### config.mk
export PLATFORM = sky130hd
export DESIGN_NAME = ysyx_25040111_trap_seq
export DESIGN_NICKNAME = d
export VERILOG_FILES = /design/src/rtl/ysyx_25040111_trap_seq.sv
export SDC_FILE = /design/constraint.sdc
export NUM_CORES = 1
export LEC_CHECK = 0
export ABC_AREA = 1
export BUFFER_PORTS_ARGS = -buffer_cell sky130_fd_sc_hd__buf_4
export CAP_MARGIN = 20
export CORE_MARGIN = 8
export CORE_UTILIZATION = 40
export DETAILED_ROUTE_END_ITERATION = 8
export GPL_TIMING_DRIVEN = 1
export PLACE_DENSITY = 0.66
export SLEW_MARGIN = 10
export SYNTH_ARGS = -nofsm -noshare
export SYNTH_HDL_FRONTEND = slang
export SYNTH_SLANG_ARGS = --single-unit
### constraint.sdc
create_clock -name clk -period 2.7 [get_ports clk]
set_clock_uncertainty 0.05 [all_clocks]
set_input_delay 0.135 -clock clk [delete_from_list [all_inputs] [get_ports clk]]
set_output_delay 0.135 -clock clk [all_outputs]
set_load 0.02 [all_outputs]
### src/rtl/ysyx_25040111_trap_seq.sv
// ---------------------------------------------------------------------------
// ysyx_25040111_trap_seq
//
// Sequences machine-mode trap entry (ecall) and trap return (mret) through a
// single-port style CSR interface, then hands the new fetch PC to fetch.
//
//   ecall: IDLE -> W_EPC -> W_CAUSE -> R_STAT -> W_STAT -> R_VEC -> REDIR
//   mret : IDLE -> R_EPC -> R_STAT -> W_STAT -> REDIR
//
// Ports
//   clk            : single clock, rising edge
//   reset          : asynchronous, active-low (0 = in reset)
//   trap_valid     : trap request from decode (held until trap_ready)
//   trap_type      : 01 = ecall, 10 = mret, others ignored
//   trap_pc        : PC of the trapping instruction
//   trap_ready     : high only in IDLE; request taken when also trap_valid
//   csr_wen/waddr/wdata : CSR write port
//   csr_ren/raddr  : CSR read request; csr_rdata returns combinationally
//   csr_jtype      : trap-cause strobe, 01 makes the CSR file set mcause=11
//   redirect_valid/pc/ready : new fetch PC handshake
//   busy           : high in every state except IDLE
//
// All outputs are decoded from the state and internal registers only.
// ---------------------------------------------------------------------------
module ysyx_25040111_trap_seq #(
   parameter logic [31:0] TVEC_MASK = 32'hFFFF_FFFC
) (
   input  logic        clk,
   input  logic        reset,
   input  logic        trap_valid,
   input  logic [1:0]  trap_type,
   input  logic [31:0] trap_pc,
   output logic        trap_ready,
   output logic        csr_wen,
   output logic [11:0] csr_waddr,
   output logic [31:0] csr_wdata,
   output logic        csr_ren,
   output logic [11:0] csr_raddr,
   input  logic [31:0] csr_rdata,
   output logic [1:0]  csr_jtype,
   output logic        redirect_valid,
   output logic [31:0] redirect_pc,
   input  logic        redirect_ready,
   output logic        busy
);

   localparam logic [1:0]  TYPE_ECALL = 2'b01;
   localparam logic [1:0]  TYPE_MRET  = 2'b10;
   localparam logic [11:0] CSR_MSTATUS = 12'h300;
   localparam logic [11:0] CSR_MTVEC   = 12'h305;
   localparam logic [11:0] CSR_MEPC    = 12'h341;

   typedef enum logic [2:0] {
      IDLE    = 3'd0,
      W_EPC   = 3'd1,
      W_CAUSE = 3'd2,
      R_STAT  = 3'd3,
      W_STAT  = 3'd4,
      R_VEC   = 3'd5,
      R_EPC   = 3'd6,
      REDIR   = 3'd7
   } state_t;

   state_t      state_reg, state_next;
   logic [31:0] pc_reg;
   logic [1:0]  type_reg;
   logic [31:0] mstatus_reg;
   logic [31:0] target_reg;
   logic [31:0] mstatus_mod;
   logic        accept;

   // Only ecall and mret start a sequence; other encodings are dropped.
   assign accept = (state_reg == IDLE) && trap_valid &&
                   ((trap_type == TYPE_ECALL) || (trap_type == TYPE_MRET));

   // State register
   always_ff @(posedge clk or negedge reset) begin
      if (!reset) begin
         state_reg <= IDLE;
      end else begin
         state_reg <= state_next;
      end
   end

   // Datapath registers: request latch, mstatus snapshot and redirect target
   always_ff @(posedge clk or negedge reset) begin
      if (!reset) begin
         pc_reg      <= 32'h0;
         type_reg    <= 2'b00;
         mstatus_reg <= 32'h0;
         target_reg  <= 32'h0;
      end else begin
         if (accept) begin
            pc_reg   <= trap_pc;
            type_reg <= trap_type;
         end
         if (state_reg == R_STAT) begin
            mstatus_reg <= csr_rdata;
         end
         if (state_reg == R_VEC) begin
            target_reg <= csr_rdata & TVEC_MASK;
         end
         if (state_reg == R_EPC) begin
            target_reg <= csr_rdata;
         end
      end
   end

   // Next-state logic
   always_comb begin
      state_next = state_reg;
      case (state_reg)
         IDLE: begin
            if (accept) begin
               state_next = (trap_type == TYPE_ECALL) ? W_EPC : R_EPC;
            end
         end
         W_EPC:   state_next = W_CAUSE;
         W_CAUSE: state_next = R_STAT;
         R_STAT:  state_next = W_STAT;
         // ecall still needs the vector; mret already has mepc as target
         W_STAT:  state_next = (type_reg == TYPE_ECALL) ? R_VEC : REDIR;
         R_VEC:   state_next = REDIR;
         R_EPC:   state_next = R_STAT;
         REDIR: begin
            if (redirect_ready) begin
               state_next = IDLE;
            end
         end
         default: state_next = IDLE;
      endcase
   end

   // mstatus update: ecall stacks MIE into MPIE, mret restores it.
   // MPP is forced to machine mode in both directions (M-only core).
   always_comb begin
      mstatus_mod = mstatus_reg;
      if (type_reg == TYPE_ECALL) begin
         mstatus_mod[7] = mstatus_reg[3];
         mstatus_mod[3] = 1'b0;
      end else begin
         mstatus_mod[3] = mstatus_reg[7];
         mstatus_mod[7] = 1'b1;
      end
      mstatus_mod[12:11] = 2'b11;
   end

   // Output decode
   always_comb begin
      trap_ready     = (state_reg == IDLE);
      busy           = (state_reg != IDLE);
      csr_wen        = 1'b0;
      csr_waddr      = 12'h0;
      csr_wdata      = 32'h0;
      csr_ren        = 1'b0;
      csr_raddr      = 12'h0;
      csr_jtype      = 2'b00;
      redirect_valid = 1'b0;
      redirect_pc    = 32'h0;
      case (state_reg)
         W_EPC: begin
            csr_wen   = 1'b1;
            csr_waddr = CSR_MEPC;
            csr_wdata = pc_reg;
         end
         W_CAUSE: begin
            csr_jtype = 2'b01;
         end
         R_STAT: begin
            csr_ren   = 1'b1;
            csr_raddr = CSR_MSTATUS;
         end
         W_STAT: begin
            csr_wen   = 1'b1;
            csr_waddr = CSR_MSTATUS;
            csr_wdata = mstatus_mod;
         end
         R_VEC: begin
            csr_ren   = 1'b1;
            csr_raddr = CSR_MTVEC;
         end
         R_EPC: begin
            csr_ren   = 1'b1;
            csr_raddr = CSR_MEPC;
         end
         REDIR: begin
            redirect_valid = 1'b1;
            redirect_pc    = target_reg;
         end
         default: ;
      endcase
   end

endmodule

-- Yosys cells after proc, flatten, opt, wreduce, memory -nomap -nowiden
Cells that the tools add are included.
- equality and inequality tests: 12
- multiplexer cells: 17
- reduce and logical (&&, ||, !) cells: 10
- operators with widths (kind ; count):
    2-to-1 mux 32 bit ; 3
    one-hot mux 32 bit (2 select lines) ; 1
    one-hot mux 10 bit (3 select lines) ; 1
    one-hot mux 3 bit (7 select lines) ; 1
    one-hot mux 10 bit (2 select lines) ; 1
    == test 3 bit, second input constant ; 4
    2-to-1 mux 3 bit ; 3
    == test 3 x 2 -> 1 bit, second input constant ; 2
    2-to-1 mux 1 bit ; 6
    == test 2 x 1 -> 1 bit, second input constant ; 2
    OR reduction 2 bit ; 2
    == test 3 x 1 -> 1 bit, second input constant ; 1
    zero test 3 bit ; 1
    nonzero test 3 bit ; 1
    OR reduction 3 bit ; 1
    == test 2 bit, second input constant ; 1
    logical AND 1 bit ; 2
    2-to-1 mux 2 bit ; 1
    inequality test 2 x 1 -> 1 bit, second input constant ; 1
    inequality test 2 bit, second input constant ; 1
    AND reduction 2 bit ; 1
    nonzero test 2 bit ; 1
    logical OR 1 bit ; 1
- flip-flop bits (word level): 101
- word-level logic and storage cells: 44

-- Logic depth before layout (Yosys ltp)
Gate-level depths: netlist (run 1).
- depth in word-level cells: 5
- depth in mapped cells: 9
- gate-level depth less buffers: 9

-- Worst setup path after synthesis (run 1)
No wires, ideal clock.
- kind: reg2out
- from: register state_reg[2]
- to: output port redirect_pc[10]
- data arrival time: 1.570 ns
- path slack: 0.945 ns
- stages on the path, launching flop included: 6
- path buffers: 1
- cell sequence: dfrtp_1 > inv_2 > nor2_1 > inv_1 > buf_6 > nor2_1
- cells in the longest elaborated chain, start to end: 2
- RTL lines (item ; line ; text):
    start, declared ; 64 ; state_t state_reg, state_next;
    start signal, assigned ; 81 ; state_reg <= state_next;
    == test 3 bit ; 160 ; case (state_reg)
    2-to-1 mux 32 bit ; 160 ;
    end, declared ; 42 ; output logic [31:0] redirect_pc,
Every way passes these cells.

-- Worst setup path after layout (run 1)
- from: register state_reg[2]
- to: output port redirect_pc[24]
The elaborated chain is that of the path after synthesis.

==> impl_metrics.py, run 1 <==
metrics = {
    "global_routing": {
        "gr-usage-all-layers": 0.173,
        "grt_overflow": 0,
        "grt_start_max_net_pins": 69,
        "grt_pass1_vias": 4091,
        "grt_pass1_wl_um": 20900,
        "antenna_found_initial": 0,
    },
    "place": {
        "port_buffers": 148,
        "gp_congestion": 0.768,
        "dp_hpwl_um": 9310,
    },
    "final_layout": {
        "regArea_um2": 2480,
        "multi_input_area_um2": 1590,
        "nNetsFinal": 797,
        "drive_gt1_frac": 0.253,
        "fillCellCount": 1045,
        "antenna_cells": 0,
        "synthToLayoutAreaGrowth_pct": 36.8,
    },
    "drt": {
        "routed_wl_um": 13200,
        "wl_per_cell_um": 15.2,
        "drt_iter0_markers": 273,
        "vias": 4098,
        "firstDrtPassIters": 4,
        "drt-vias-per-instance": 4.69,
        "drc": 0,
        "ant_nets": 0,
    },
    "yosys": {
        "avgSynthCellArea_um2": 8.40,
        "yosysSeqAreaShare": 0.531,
        "synth_warnings": 0,
        "syn_area_um2": 4660,
        "synth_cells": 555,
        "synthDistinctLibCells": 22,
        "ys_ff_latch": 99,
    },
    "timing": {
        "fmax_mhz": 425,
        "min_period_ps": 2350,
        "slew_viol_final": 0,
        "relSlewSlack": 0.303,
        "final-hold-violation-count": 0,
        "setup_viol": 0,
        "whs_ps": 8.56,
        "finalSetupTns_ps": 0,
        "worst_pin_slew_ps": 1040,
        "period_share": 0.872,
        "rsz0062_at_grt": "no",
    },
    "cts": {
        "cts_tree": "yes",
        "cts_buffers": 9,
        "htreeDepth": 3,
        "cts.sinks": 99,
        "insertion_delay_ps": 330,
        "ctsResizeCount": 0,
        "clk_pin_slew_ps": 60,
        "cts_root_buf": "clkbuf_16",
        "cts_max_path_buffers": 2,
        "post_cts_buffers": 0,
    },
    "job": {
        "max-cap-violations": 0,
    },
    "outcome": {
        "outcome": "finished clean",
    },
    "min_path": {
        "hold_path_class": "input pin to flip-flop",
    },
    "floorplan": {
        "start_util": 0.408,
        "die_w_um": 124,
        "core_um2": 11400,
        "placementRows": 39,
        "die-height_um": 124,
        "io_pins": 165,
        "die_area_um2": 15400,
    },
    "worst_setup_path": {
        "critPathLaunchType": "flip-flop",
        "required_ps": 2520,
        "critPathMaxFanout": 32,
        "arrival_ps": 2170,
        "endpoint_kind": "primary output",
        "worstSetupPathType": "flip-flop to primary output",
    },
    "power": {
        "power.leakage_nw": 3.51,
        "powerDensity_nw_per_um2": 1080,
        "peakVddDrop_mv": 0.512,
    },
}
-- critical path, stage by stage (launching register included) --
cell     delay [ps]
dfrtp_1         470
inv_2           170
nor2_1          100
inv_1           760
nor2_1          120
buf_4           210
-- stage by stage --
stage                     utilization  total power, W  area, µm²  std cells  setup WS (ps)
after global placement          0.503         0.00556       5740        822            851
after global routing            0.558         0.00741       6380        873            154
after floorplan                     -         0.00463       4720        570            945
after CTS                       0.558         0.00695       6370        872            353
final                           0.558         0.00689       6380        873            346
after detailed placement        0.503         0.00566       5740        822            734
-- cell families (layout without fill, tap and decap cells) --
group,count (synthesis),count (layout),synth area share
and+or+nand+nor,224,224,0.189
adders and majority gates,1,1,0.00268
AOI/OAI and AO/OA,99,99,0.136
other,1,16,0.000804
buffers and inverters,131,291,0.140
DFF,99,99,0.531
-- routing by layer --
metal  up-vias  track usage  share of wire
li1       2009            -              -
met1      1957        0.226           0.44
met2       121        0.281           0.48
met3        11       0.0435          0.072
met4         0       0.0483          0.010
met5         -            0              0
-- repair_timing --
item,4_1_cts,5_1_grt
hold buffers,35,1
hold endpoints to repair,104,1
setup endpoints to repair,0,0
-- Yosys cell counts --
master	n	area (µm²)
nor2_4	2	22.5
nand2_4	1	11.3
nor3_1	1	5.00
buf_2	9	45.0
dfrtp_1	99	2480
conb_1	1	3.75
inv_1	81	304
buf_4	24	180
nand2_1	174	653
buf_6	8	90.1
nand3b_1	1	7.51
nand3_2	1	10.0
nor2_1	38	143
o21ai_1	1	5.00
nand3_1	6	30.0
o21ai_2	8	70.1
o21ai_0	60	300
ha_1	1	12.5
a22o_1	28	245
clkbuf_1	7	26.3
o22ai_1	2	12.5
inv_2	2	7.51
-- cell usage in the layout (no fill, tap or decap), drive strengths merged --
cell type,synthesis,layout
ha,1,1
nand2,175,175
clkbuf,7,12
nand3,7,7
inv,83,83
buf,41,157
nor2,40,40
nor3,1,1
conb,1,16
nand3b,1,1
a22o,28,28
o21ai,69,69
o22ai,2,2
dlygate4sd3,0,36
dfrtp,99,99
bufinv,0,1
clkinv,0,2
-- final timing paths --
path                                      start              end  slack [ps]  cells after the start
max in group asynchronous                 reset   target_reg[29]        1480                      3
worst min-delay path                 trap_pc[3]        pc_reg[3]           9                      3
min in group asynchronous                 reset    target_reg[2]         280                      2
worst min register to register  mstatus_reg[27]  mstatus_reg[27]         430                      2
worst max register to register     state_reg[2]   target_reg[14]         870                      5
worst max-delay path               state_reg[2]  redirect_pc[24]         350                      5
-- power by group --
part	switching, W	internal, W	leakage, nW
combinational	0.00195	0.00116	2.14
sequential	0.000356	0.00220	1.23
clock	0.000517	0.000711	0.136
-- final cells by class --
class / count / area share
clock inverter: 3 / 0.00628
tap: 143 / 0.0281
timing repair buffer: 193 / 0.241
inverter: 83 / 0.0489
sequential: 99 / 0.389
multi-input combinational: 340 / 0.250
clock buffer: 12 / 0.0371
Note: power is estimated with default switching activity, not from simulation.
==> run 2: changes to the inputs <==
CORE_UTILIZATION = 45   (was 40)
PLACE_DENSITY = 0.73   (was 0.66)
==> run 2 against run 1 <==
Effect of this change: die area is 9.7% lower; critical path depth is 2 higher; design area is 4.2% higher; global-route usage is 2.7 points higher; critical endpoint is now csr_waddr[9]; highest routed layer unchanged.
==> impl_metrics.py, run 2 (synthesized netlist as in run 1, its figures left out) <==
metrics = {
    "worst_setup_path": {
        "critPathLaunchType": "flip-flop",
        "r2r-start": "state_reg[2]",
        "worstSetupPathType": "flip-flop to primary output",
        "required_ps": 2520,
        "reg2reg_slack_ps": 890,
        "crit_start": "state_reg[1]",
        "reg2regPathDepth": 5,
        "critPathMaxFanout": 14,
        "endpoint_kind": "primary output",
        "crit_end": "csr_waddr[9]",
        "arrival_ps": 2210,
        "timing.rr.end": "target_reg[10]",
    },
    "power": {
        "peakVddDrop_mv": 0.756,
        "powerDensity_nw_per_um2": 1030,
        "power.leakage_nw": 3.62,
    },
    "timing": {
        "finalSetupTns_ps": 0,
        "finalWorstSetupSlack_ps": 300,
        "whs_ps": 17.3,
        "rsz0062_at_grt": "no",
        "setup_viol": 0,
        "min_period_ps": 2400,
        "fmax_mhz": 417,
        "slew_viol_final": 0,
        "final-hold-violation-count": 0,
        "worst_pin_slew_ps": 636,
        "relSlewSlack": 0.576,
        "period_share": 0.889,
    },
    "global_routing": {
        "grt_pass1_vias": 4433,
        "gr-usage-all-layers": 0.200,
        "grt_pass1_wl_um": 22500,
        "grt_overflow": 0,
        "grt_start_max_net_pins": 64,
        "antenna_found_initial": 2,
    },
    "drt": {
        "drt-vias-per-instance": 4.74,
        "vias": 4241,
        "drt_iter0_markers": 362,
        "wl_per_cell_um": 15.4,
        "firstDrtPassIters": 5,
        "routed_wl_um": 13800,
        "drc": 0,
        "ant_nets": 0,
    },
    "cts": {
        "ctsResizeCount": 0,
        "post_cts_buffers": 0,
        "cts.sinks": 99,
        "cts_root_buf": "clkbuf_8",
        "holdBufCountCts": 64,
        "clk_pin_slew_ps": 90,
        "cts_buffers": 9,
        "cts_tree": "yes",
        "htreeDepth": 3,
        "insertion_delay_ps": 360,
        "cts_max_path_buffers": 2,
    },
    "min_path": {
        "hold_path_class": "input pin to flip-flop",
    },
    "final_layout": {
        "nNetsFinal": 824,
        "layout_commonest_cell": "nand2_1",
        "synthToLayoutAreaGrowth_pct": 42.5,
        "final_cell_mix": "nand2_1 (174), buf_4 (152), dfrtp_1 (99), inv_1 (81), dlygate4sd3_1 (64)",
        "drive_gt1_frac": 0.247,
    },
    "floorplan": {
        "die_w_um": 118,
        "start_util": 0.458,
        "die-height_um": 118,
        "placementRows": 37,
        "die_area_um2": 13900,
        "core_um2": 10200,
        "io_pins": 165,
    },
    "place": {
        "pre_cts_ws_ps": 691,
        "gp_congestion": 0.809,
        "port_buffers": 148,
        "dp_hpwl_um": 9310,
    },
    "outcome": {
        "outcome": "finished clean",
    },
    "job": {
        "max-cap-violations": 0,
    },
}
-- run 2: cell types whose count changed in the layout (fill, tap and decap cells not counted) --
cell           delta
clkbuf_1          -3
dlygate4sd3_1    +28
buf_16            +1
clkbuf_16         -9
buf_4             -5
diode_2           +2
buf_12            +3
bufinv_16         +1
clkinvlp_4        +1
clkbuf_8         +10
-- run 2: worst min path at each step --
stage / from / endpoint / slack (ps) / cells after the start
5_1_grt: trap_pc[22] / pc_reg[22] / 2 / 3
3_5_place_dp: reset / target_reg[29] / 150 / 1
6_report: trap_pc[22] / pc_reg[22] / 20 / 3
4_1_cts: trap_pc[22] / pc_reg[22] / 8 / 3
2_1_floorplan: reset / mstatus_reg[0] / -210 / 0
3_3_place_gp: reset / target_reg[29] / 150 / 1
-- run 2: critical path, stage by stage, from the launching register on --
cell and delay, ps:
dfrtp_1 440, inv_1 130, nand2_1 130, nor2_2 390, buf_4 300, inv_1 110
nand2_1 160, buf_4 170
-- run 2: stage by stage --
step                area [µm²]  utilization  instances  total power (W)
global placement          5750        0.565        813          0.00557
finish                    6640        0.652        895          0.00681
global route              6640        0.652        895          0.00732
floorplan                 4720            -        570          0.00463
detailed placement        5750        0.565        813          0.00568
CTS                       6610        0.649        892          0.00680
-- run 2: final cells by class --
cell class                      count  area (µm²)
Clock inverter                      5        77.6
Clock buffer                       10         138
Sequential cell                    99        2480
Antenna cell                        2        5.00
Fill cell                         839        3540
Multi-Input combinational cell    340        1590
Tap cell                          136         170
Timing Repair Buffer              220        1870
Inverter                           83         312
-- run 2: layer usage --
layer  track usage  vias to the layer above  share of wire
li1              -                     2067              -
met1         0.220                     1983           0.40
met2         0.347                      159           0.51
met3        0.0523                       32          0.068
met4         0.107                        0          0.028
met5             0                        -              0
-- run 2: power breakdown --
part / switching, W / internal, W / leakage [nW]
logic: 0.00198 / 0.00122 / 2.28
registers: 0.000370 / 0.00219 / 1.23
clock network: 0.000507 / 0.000539 / 0.108
